File: config.mk
export PLATFORM = sky130hd
export DESIGN_NAME = writeback_regfile_flat
export DESIGN_NICKNAME = d
export VERILOG_FILES = /design/src/rtl/proc_pkg.sv /design/src/rtl/writeback_regfile_if.sv /design/src/rtl/writeback_regfile_array.sv /design/src/rtl/writeback_regfile.sv /design/src/flat_wrapper.sv
export SDC_FILE = /design/constraint.sdc
export NUM_CORES = 2
export LEC_CHECK = 0
export CAP_MARGIN = 10
export CORE_ASPECT_RATIO = 1.75
export CORE_UTILIZATION = 45
export CTS_CLUSTER_DIAMETER = 60
export DETAILED_ROUTE_END_ITERATION = 6
export GPL_ROUTABILITY_DRIVEN = 0
export PLACE_DENSITY = 0.72
export RECOVER_POWER = 100
export SYNTH_ARGS = -nofsm -noshare
export SYNTH_HDL_FRONTEND = slang
export SYNTH_SLANG_ARGS = --single-unit
File: constraint.sdc
create_clock -name clk -period 5.2 [get_ports clk]
set_clock_uncertainty 0.2 [all_clocks]
set_input_delay 1.04 -clock clk [delete_from_list [all_inputs] [get_ports clk]]
set_output_delay 1.04 -clock clk [all_outputs]
set_load 0.005 [all_outputs]
File: src/rtl/proc_pkg.sv
// rtl/proc_pkg.sv - shared processor constants and types for the writeback register file
package proc_pkg;

    localparam int XLEN       = 64;
    localparam int REG_ADDR_W = 5;
    localparam int CNT_W      = 64;

    typedef logic [REG_ADDR_W-1:0] reg_addr_t;

    localparam reg_addr_t X0_IDX = '0;

    // A write only lands in architectural state when enabled and not aimed at x0
    function automatic logic is_commit(input logic reg_write, input reg_addr_t rd);
        return reg_write && (rd != X0_IDX);
    endfunction

endpackage

File: src/rtl/writeback_regfile_if.sv
// rtl/writeback_regfile_if.sv - MEM/WB writeback and decode read bundle
interface writeback_regfile_if #(
    parameter int XLEN = proc_pkg::XLEN
);
    import proc_pkg::*;

    logic                RegWrite_in;
    logic                MemtoReg_in;
    reg_addr_t           rd_in;
    logic [XLEN-1:0]     Result_in;
    logic [XLEN-1:0]     Read_Data_in;
    reg_addr_t           rs1;
    reg_addr_t           rs2;
    logic [XLEN-1:0]     ReadData1;
    logic [XLEN-1:0]     ReadData2;
    logic [XLEN-1:0]     wb_data;
    logic [CNT_W-1:0]    wb_count;

    modport master (
        output RegWrite_in, MemtoReg_in, rd_in, Result_in, Read_Data_in, rs1, rs2,
        input  ReadData1, ReadData2, wb_data, wb_count
    );

    modport slave (
        input  RegWrite_in, MemtoReg_in, rd_in, Result_in, Read_Data_in, rs1, rs2,
        output ReadData1, ReadData2, wb_data, wb_count
    );

endinterface

File: src/rtl/writeback_regfile_array.sv
// rtl/writeback_regfile_array.sv - NREGS x XLEN storage, one write port, two async read ports
module regfile_array
    import proc_pkg::*;
#(
    parameter int XLEN  = proc_pkg::XLEN,
    parameter int NREGS = 32
) (
    input  logic            clk,
    input  logic            reset,
    input  logic            we,
    input  reg_addr_t       waddr,
    input  logic [XLEN-1:0] wdata,
    input  reg_addr_t       raddr1,
    input  reg_addr_t       raddr2,
    output logic [XLEN-1:0] rdata1,
    output logic [XLEN-1:0] rdata2
);

    logic [XLEN-1:0] mem [0:NREGS-1];

    // Clear everything on reset; otherwise take the single write, never into x0
    always_ff @(posedge clk) begin
        if (reset) begin
            for (int i = 0; i < NREGS; i++) begin
                mem[i] <= '0;
            end
        end else if (we && (waddr != X0_IDX) && (32'(waddr) < NREGS)) begin
            mem[waddr] <= wdata;
        end
    end

    // Asynchronous reads; x0 and unpopulated indices read as zero
    always_comb begin
        rdata1 = '0;
        rdata2 = '0;
        if ((raddr1 != X0_IDX) && (32'(raddr1) < NREGS)) begin
            rdata1 = mem[raddr1];
        end
        if ((raddr2 != X0_IDX) && (32'(raddr2) < NREGS)) begin
            rdata2 = mem[raddr2];
        end
    end

endmodule

File: src/rtl/writeback_regfile.sv
// rtl/writeback_regfile.sv - writeback mux, register file and commit counter; WB_BYPASS_EN adds write-to-read bypass
module writeback_regfile
    import proc_pkg::*;
#(
    parameter int XLEN  = proc_pkg::XLEN,
    parameter int NREGS = 32
) (
    input  logic              clk,
    input  logic              reset,
    writeback_regfile_if.slave wb
);

    logic              commit;
    logic [XLEN-1:0]   sel_data;
    logic [XLEN-1:0]   arr_rdata1;
    logic [XLEN-1:0]   arr_rdata2;
    logic [CNT_W-1:0]  wb_cnt_q;

    // Writeback select is purely combinational and ignores enable and reset
    always_comb begin
        sel_data = wb.MemtoReg_in ? wb.Read_Data_in : wb.Result_in;
    end

    assign wb.wb_data  = sel_data;
    assign commit      = is_commit(wb.RegWrite_in, wb.rd_in);
    assign wb.wb_count = wb_cnt_q;

    regfile_array #(
        .XLEN  (XLEN),
        .NREGS (NREGS)
    ) u_array (
        .clk    (clk),
        .reset  (reset),
        .we     (commit),
        .waddr  (wb.rd_in),
        .wdata  (sel_data),
        .raddr1 (wb.rs1),
        .raddr2 (wb.rs2),
        .rdata1 (arr_rdata1),
        .rdata2 (arr_rdata2)
    );

`ifdef WB_BYPASS_EN
    // Forward the in-flight writeback value to a reader of the same register
    always_comb begin
        wb.ReadData1 = arr_rdata1;
        wb.ReadData2 = arr_rdata2;
        if (commit && !reset && (wb.rs1 == wb.rd_in)) begin
            wb.ReadData1 = sel_data;
        end
        if (commit && !reset && (wb.rs2 == wb.rd_in)) begin
            wb.ReadData2 = sel_data;
        end
    end
`else
    // Readers see the stored value; a write becomes visible the cycle after it lands
    always_comb begin
        wb.ReadData1 = arr_rdata1;
        wb.ReadData2 = arr_rdata2;
    end
`endif

    // Count committed writes; reset wins over a same-edge write, counter wraps naturally
    always_ff @(posedge clk) begin
        if (reset) begin
            wb_cnt_q <= '0;
        end else if (commit) begin
            wb_cnt_q <= wb_cnt_q + 1'b1;
        end
    end

endmodule

File: src/flat_wrapper.sv
// flat-port wrapper written by rule: the top's interface ports become plain ports
module writeback_regfile_flat import proc_pkg::*;
#(
    parameter int XLEN  = proc_pkg::XLEN,
    parameter int NREGS = 32
)
  (clk, reset, wb_RegWrite_in, wb_MemtoReg_in, wb_rd_in, wb_Result_in, wb_Read_Data_in, wb_rs1, wb_rs2, wb_ReadData1, wb_ReadData2, wb_wb_data, wb_wb_count);
  writeback_regfile_if #(.XLEN(XLEN)) wb_i ();
  input  logic clk;
  input  logic reset;
  input wire logic [$bits(wb_i.RegWrite_in)-1:0] wb_RegWrite_in;
  input wire logic [$bits(wb_i.MemtoReg_in)-1:0] wb_MemtoReg_in;
  input wire logic [$bits(wb_i.rd_in)-1:0] wb_rd_in;
  input wire logic [$bits(wb_i.Result_in)-1:0] wb_Result_in;
  input wire logic [$bits(wb_i.Read_Data_in)-1:0] wb_Read_Data_in;
  input wire logic [$bits(wb_i.rs1)-1:0] wb_rs1;
  input wire logic [$bits(wb_i.rs2)-1:0] wb_rs2;
  output wire logic [$bits(wb_i.ReadData1)-1:0] wb_ReadData1;
  output wire logic [$bits(wb_i.ReadData2)-1:0] wb_ReadData2;
  output wire logic [$bits(wb_i.wb_data)-1:0] wb_wb_data;
  output wire logic [$bits(wb_i.wb_count)-1:0] wb_wb_count;
  assign wb_i.RegWrite_in = wb_RegWrite_in;
  assign wb_i.MemtoReg_in = wb_MemtoReg_in;
  assign wb_i.rd_in = wb_rd_in;
  assign wb_i.Result_in = wb_Result_in;
  assign wb_i.Read_Data_in = wb_Read_Data_in;
  assign wb_i.rs1 = wb_rs1;
  assign wb_i.rs2 = wb_rs2;
  assign wb_ReadData1 = wb_i.ReadData1;
  assign wb_ReadData2 = wb_i.ReadData2;
  assign wb_wb_data = wb_i.wb_data;
  assign wb_wb_count = wb_i.wb_count;
  writeback_regfile #(.XLEN(XLEN), .NREGS(NREGS)) u_core (.clk(clk), .reset(reset), .wb(wb_i));
endmodule
==> reports/summary.md <==
For this design, the slowest cell found on the critical path is sky130_fd_sc_hd__a2111oi_1. In this run the horizontal extent of the chip is 370 um. The run gives 0 as the count of final hold-check violations. Cells fill 52.0% of the core in the end. The data required time of the worst path was 3.96 ns; the total wire length after detailed routing was 405000 um. The final count of pins violating max slew is 2115, and the count of boundary I/O pins is 403. By count the netlist is led by sky130_fd_sc_hd__nor2_1, sky130_fd_sc_hd__edfxtp_1, sky130_fd_sc_hd__mux4_2, sky130_fd_sc_hd__clkbuf_1, sky130_fd_sc_hd__mux2i_1. The final reports fail on capacitance limit, slew limit, setup timing.

The tools report the standard cell core area as 236000 um2. The worst hold path belongs to the class flip-flop to flip-flop. The data arrival time of the worst path came out at 4.19 ns.

The number of port buffers was 402. TritonCTS built the clock tree. The transition at the pin with the smallest max-transition slack came out at 3.77 ns.

The first detailed-routing pass ran for 6 iterations. The die covers 239000 um2. The most common cell in the synthesized netlist is sky130_fd_sc_hd__nor2_1. Proportion of netlist area held by the largest area contributor: 57.6%.

Synthesis handed over a netlist of 7224 instances. CTS built an H-tree with a depth of 4. The synthesized netlist contains 65 unique library cells. The run gives 0 as the total of warnings raised by yosys. The final hold slack is 0.290 ns.

The post-route fraction of the period consumed by the critical path was 104%; the leakage power was 0.0434 uW. The tools report the via count of the first global-routing pass as 76300. Across the VDD grid, the largest voltage drop is 0.280 mV.

The layout-stage area growth over the synthesis result is 15.1%, and the site row count is 236. In this run the remaining antenna-violating nets after routing total 0. Measured against its own limit, the worst slew margin works out to -152%.

Walking the worst path, the cells encountered are buf_4, nor2_2, buf_4, nand2_1, o22ai_1, a2111oi_1, buf_4, clkdlybuf4s50_1. After detailed routing, the average wire length per cell comes to 37.5 um. In this design, the stage delay of the slowest critical-path cell is 0.92 ns. CTS root buffer: sky130_fd_sc_hd__clkbuf_16.

The tools report the placed wire-length estimate as 238000 um. The startpoint identified for the worst register-to-register timing path is u_core.wb.wb_count[9]$_SDFFE_PP0P_. After the last flow step, the layout net total stands at 7719. The starting density of the core was 45.2%; the via count normalized by instance count was 6.99. The tools report the total clock buffers created by CTS as 196.

In the synthesized netlist the dominant register cell turns out to be sky130_fd_sc_hd__edfxtp_1. Counting the fill cells in the layout gives 18800. The DRC violation total after the first TritonRoute iteration was 13100. Most repeated library cell on the critical path: sky130_fd_sc_hd__buf_4. Max-cap violations in this run came to 51. Cells with a size suffix above 1 make up 25.1% of the layout.

Class of the most critical setup path: primary input to output pin. The setup TNS after final layout came out at -29.52 ns. The number of buffers added for setup after CTS was 0.

Entering global routing, the biggest net connects 81 pins. In this run the worst path has a maximum fanout of 16. The mapped netlist covers 107000 um2.

Static timing analysis puts the maximum clock frequency at 184 MHz. The final critical-path required period was 5.43 ns; the total power divided by cell area was 328 nW/um2. The deepest clock path buffer count was 4; the initial antenna violation count was 27. The vertical die dimension was 646 um. Summed over all layers, the global routing overflow is 0. Of all flip-flops after synthesis, the portion carrying an async set or reset was 0%. The overall power after layout came out at 40200 uW. At the later pin of the worst-skew pair, clock insertion delay measures 0.87 ns. Yosys attributes the largest share of cell area to sky130_fd_sc_hd__edfxtp_1, sky130_fd_sc_hd__mux4_2, sky130_fd_sc_hd__nor2_1.

The number of flops mapped to enable cells by yosys is 2046, and the register bit count reported by yosys is 2110. The vias after detailed routing came out at 75700. After clock tree synthesis, the clock-pin slew on the worst setup and hold paths is 0.07 ns. The part of the Yosys area used for sequential elements came out at 58.8%.

The global-route wire length before repair came out at 558000 um. Top cell type by total area after synthesis: sky130_fd_sc_hd__edfxtp_1. Setup repair after global routing left no endpoint under its margin. The tools report the origin of the worst setup path as wb_rs2[4]. After synthesis, the mean cell area works out to 14.8 um2. The kind of start point of the critical path was a primary input. The run gives 512 as the number of setup violations in the final report. The logs give -0.229 ns for the post-route worst setup slack and 0 for the DRC violations left. The flow ran to the end, but the final reports show violations.

The sort of element at the end of the critical path was an output pin. The worst hold path begins at u_core.wb.wb_count[63]$_SDFFE_PP0P_. In this run, post-CTS hold repair placed 0 buffers. Across every metal layer, demand over resource in global routing totals 33.4%. The TritonCTS sink count came out at 2110.
per-stage QoR:
| step | cell area, um2 | std cells | setup WS [ns] |
|---|---|---|---|
| 4_1_cts | 125000 | 10800 | 0.00996 |
| 5_1_grt | 123000 | 10800 | 0.00550 |
| 3_3_place_gp | 118000 | 10500 | -0.530 |
| 6_report | 123000 | 10800 | -0.229 |
| 2_1_floorplan | 107000 | 7285 | 0.730 |
| 3_5_place_dp | 118000 | 10500 | -0.518 |
state kept, by name, indices dropped and copies added (netlist names):
| register | cells |
|---|---|
| u_core.u_array.mem | 2046 |
| u_core.wb.wb_count | 64 |
critical path, delay by kind of cell:
family | cells | cell delay (ns)
AND/OR/NAND/NOR | 2 | 0.54
buffers and inverters | 4 | 1.42
AO/OA/AOI/OAI | 2 | 1.13
routing by layer:
layer	global-route usage (%)	vias up	wire length, um	share of wire, %
li1	-	28400	-	-
met1	38.5	37600	120000	30
met2	52.0	7533	185000	46
met3	9.46	2159	59100	15
met4	27.4	18	41300	10
met5	0	-	115	0.028
worst paths after layout:
path              slack (ns)  depth (start not counted)                                  end
setup / recovery       -0.23                          8                     wb_ReadData2[13]
hold / removal          0.29                          2  u_core.wb.wb_count[63]$_SDFFE_PP0P_
setup reg to reg        1.59                          6  u_core.wb.wb_count[35]$_SDFFE_PP0P_
hold reg to reg         0.29                          2  u_core.wb.wb_count[63]$_SDFFE_PP0P_
where the power goes:
group          switching [uW]  total [uW]  internal (uW)
registers                 488       20100          19600
logic                    3180        5690           2520
clock network            6550       14400           7890
total                   10200       40200          30000
placed cells by master, fill, tap and decap left out, drive strengths merged, types with 31 or more instances in the layout:
cell           netlist  routed
dfxtp               64      64
mux2i              314     314
nand2b              40      40
o21ai               46      46
nand2              109     109
nor2              2057    2057
buf                213     295
a21oi               57      57
dlygate4sd3          1     128
mux4              1088    1088
conb                 1      62
or3                 31      31
a21o                91      91
o22ai              108     108
clkdlybuf4s50        0     262
inv                 73      77
clkbuf             558     417
clkinv               0      61
edfxtp            2046    2046
logic make-up after synthesis:
family / count (synthesis) / synth area share (%)
fa+ha+maj: 1 / 0.0117
other cells: 1 / 0.00352
xor+xnor: 28 / 0.230
buf+inv: 847 / 3.11
flops: 2110 / 58.8
compound gates: 412 / 2.61
simple gates: 2395 / 9.00
mux: 1430 / 26.2
timing repair:
action,4_1_cts,5_1_grt
pin swaps,0,1
endpoints found under the setup margin,3,4
gates resized for setup,6,4
layout make-up:
type | instances | area (um2) | area share (%)
antenna | 16 | 40.0 | 0.0326
clock buffer | 240 | 5130 | 4.18
clock inverter | 94 | 958 | 0.781
inverter | 73 | 279 | 0.227
multi-input combinational | 4328 | 41500 | 33.9
sequential | 2110 | 62700 | 51.1
tap | 3094 | 3870 | 3.15
timing repair buffer | 862 | 8160 | 6.65
No activity file was read; power rests on OpenSTA's default activity.
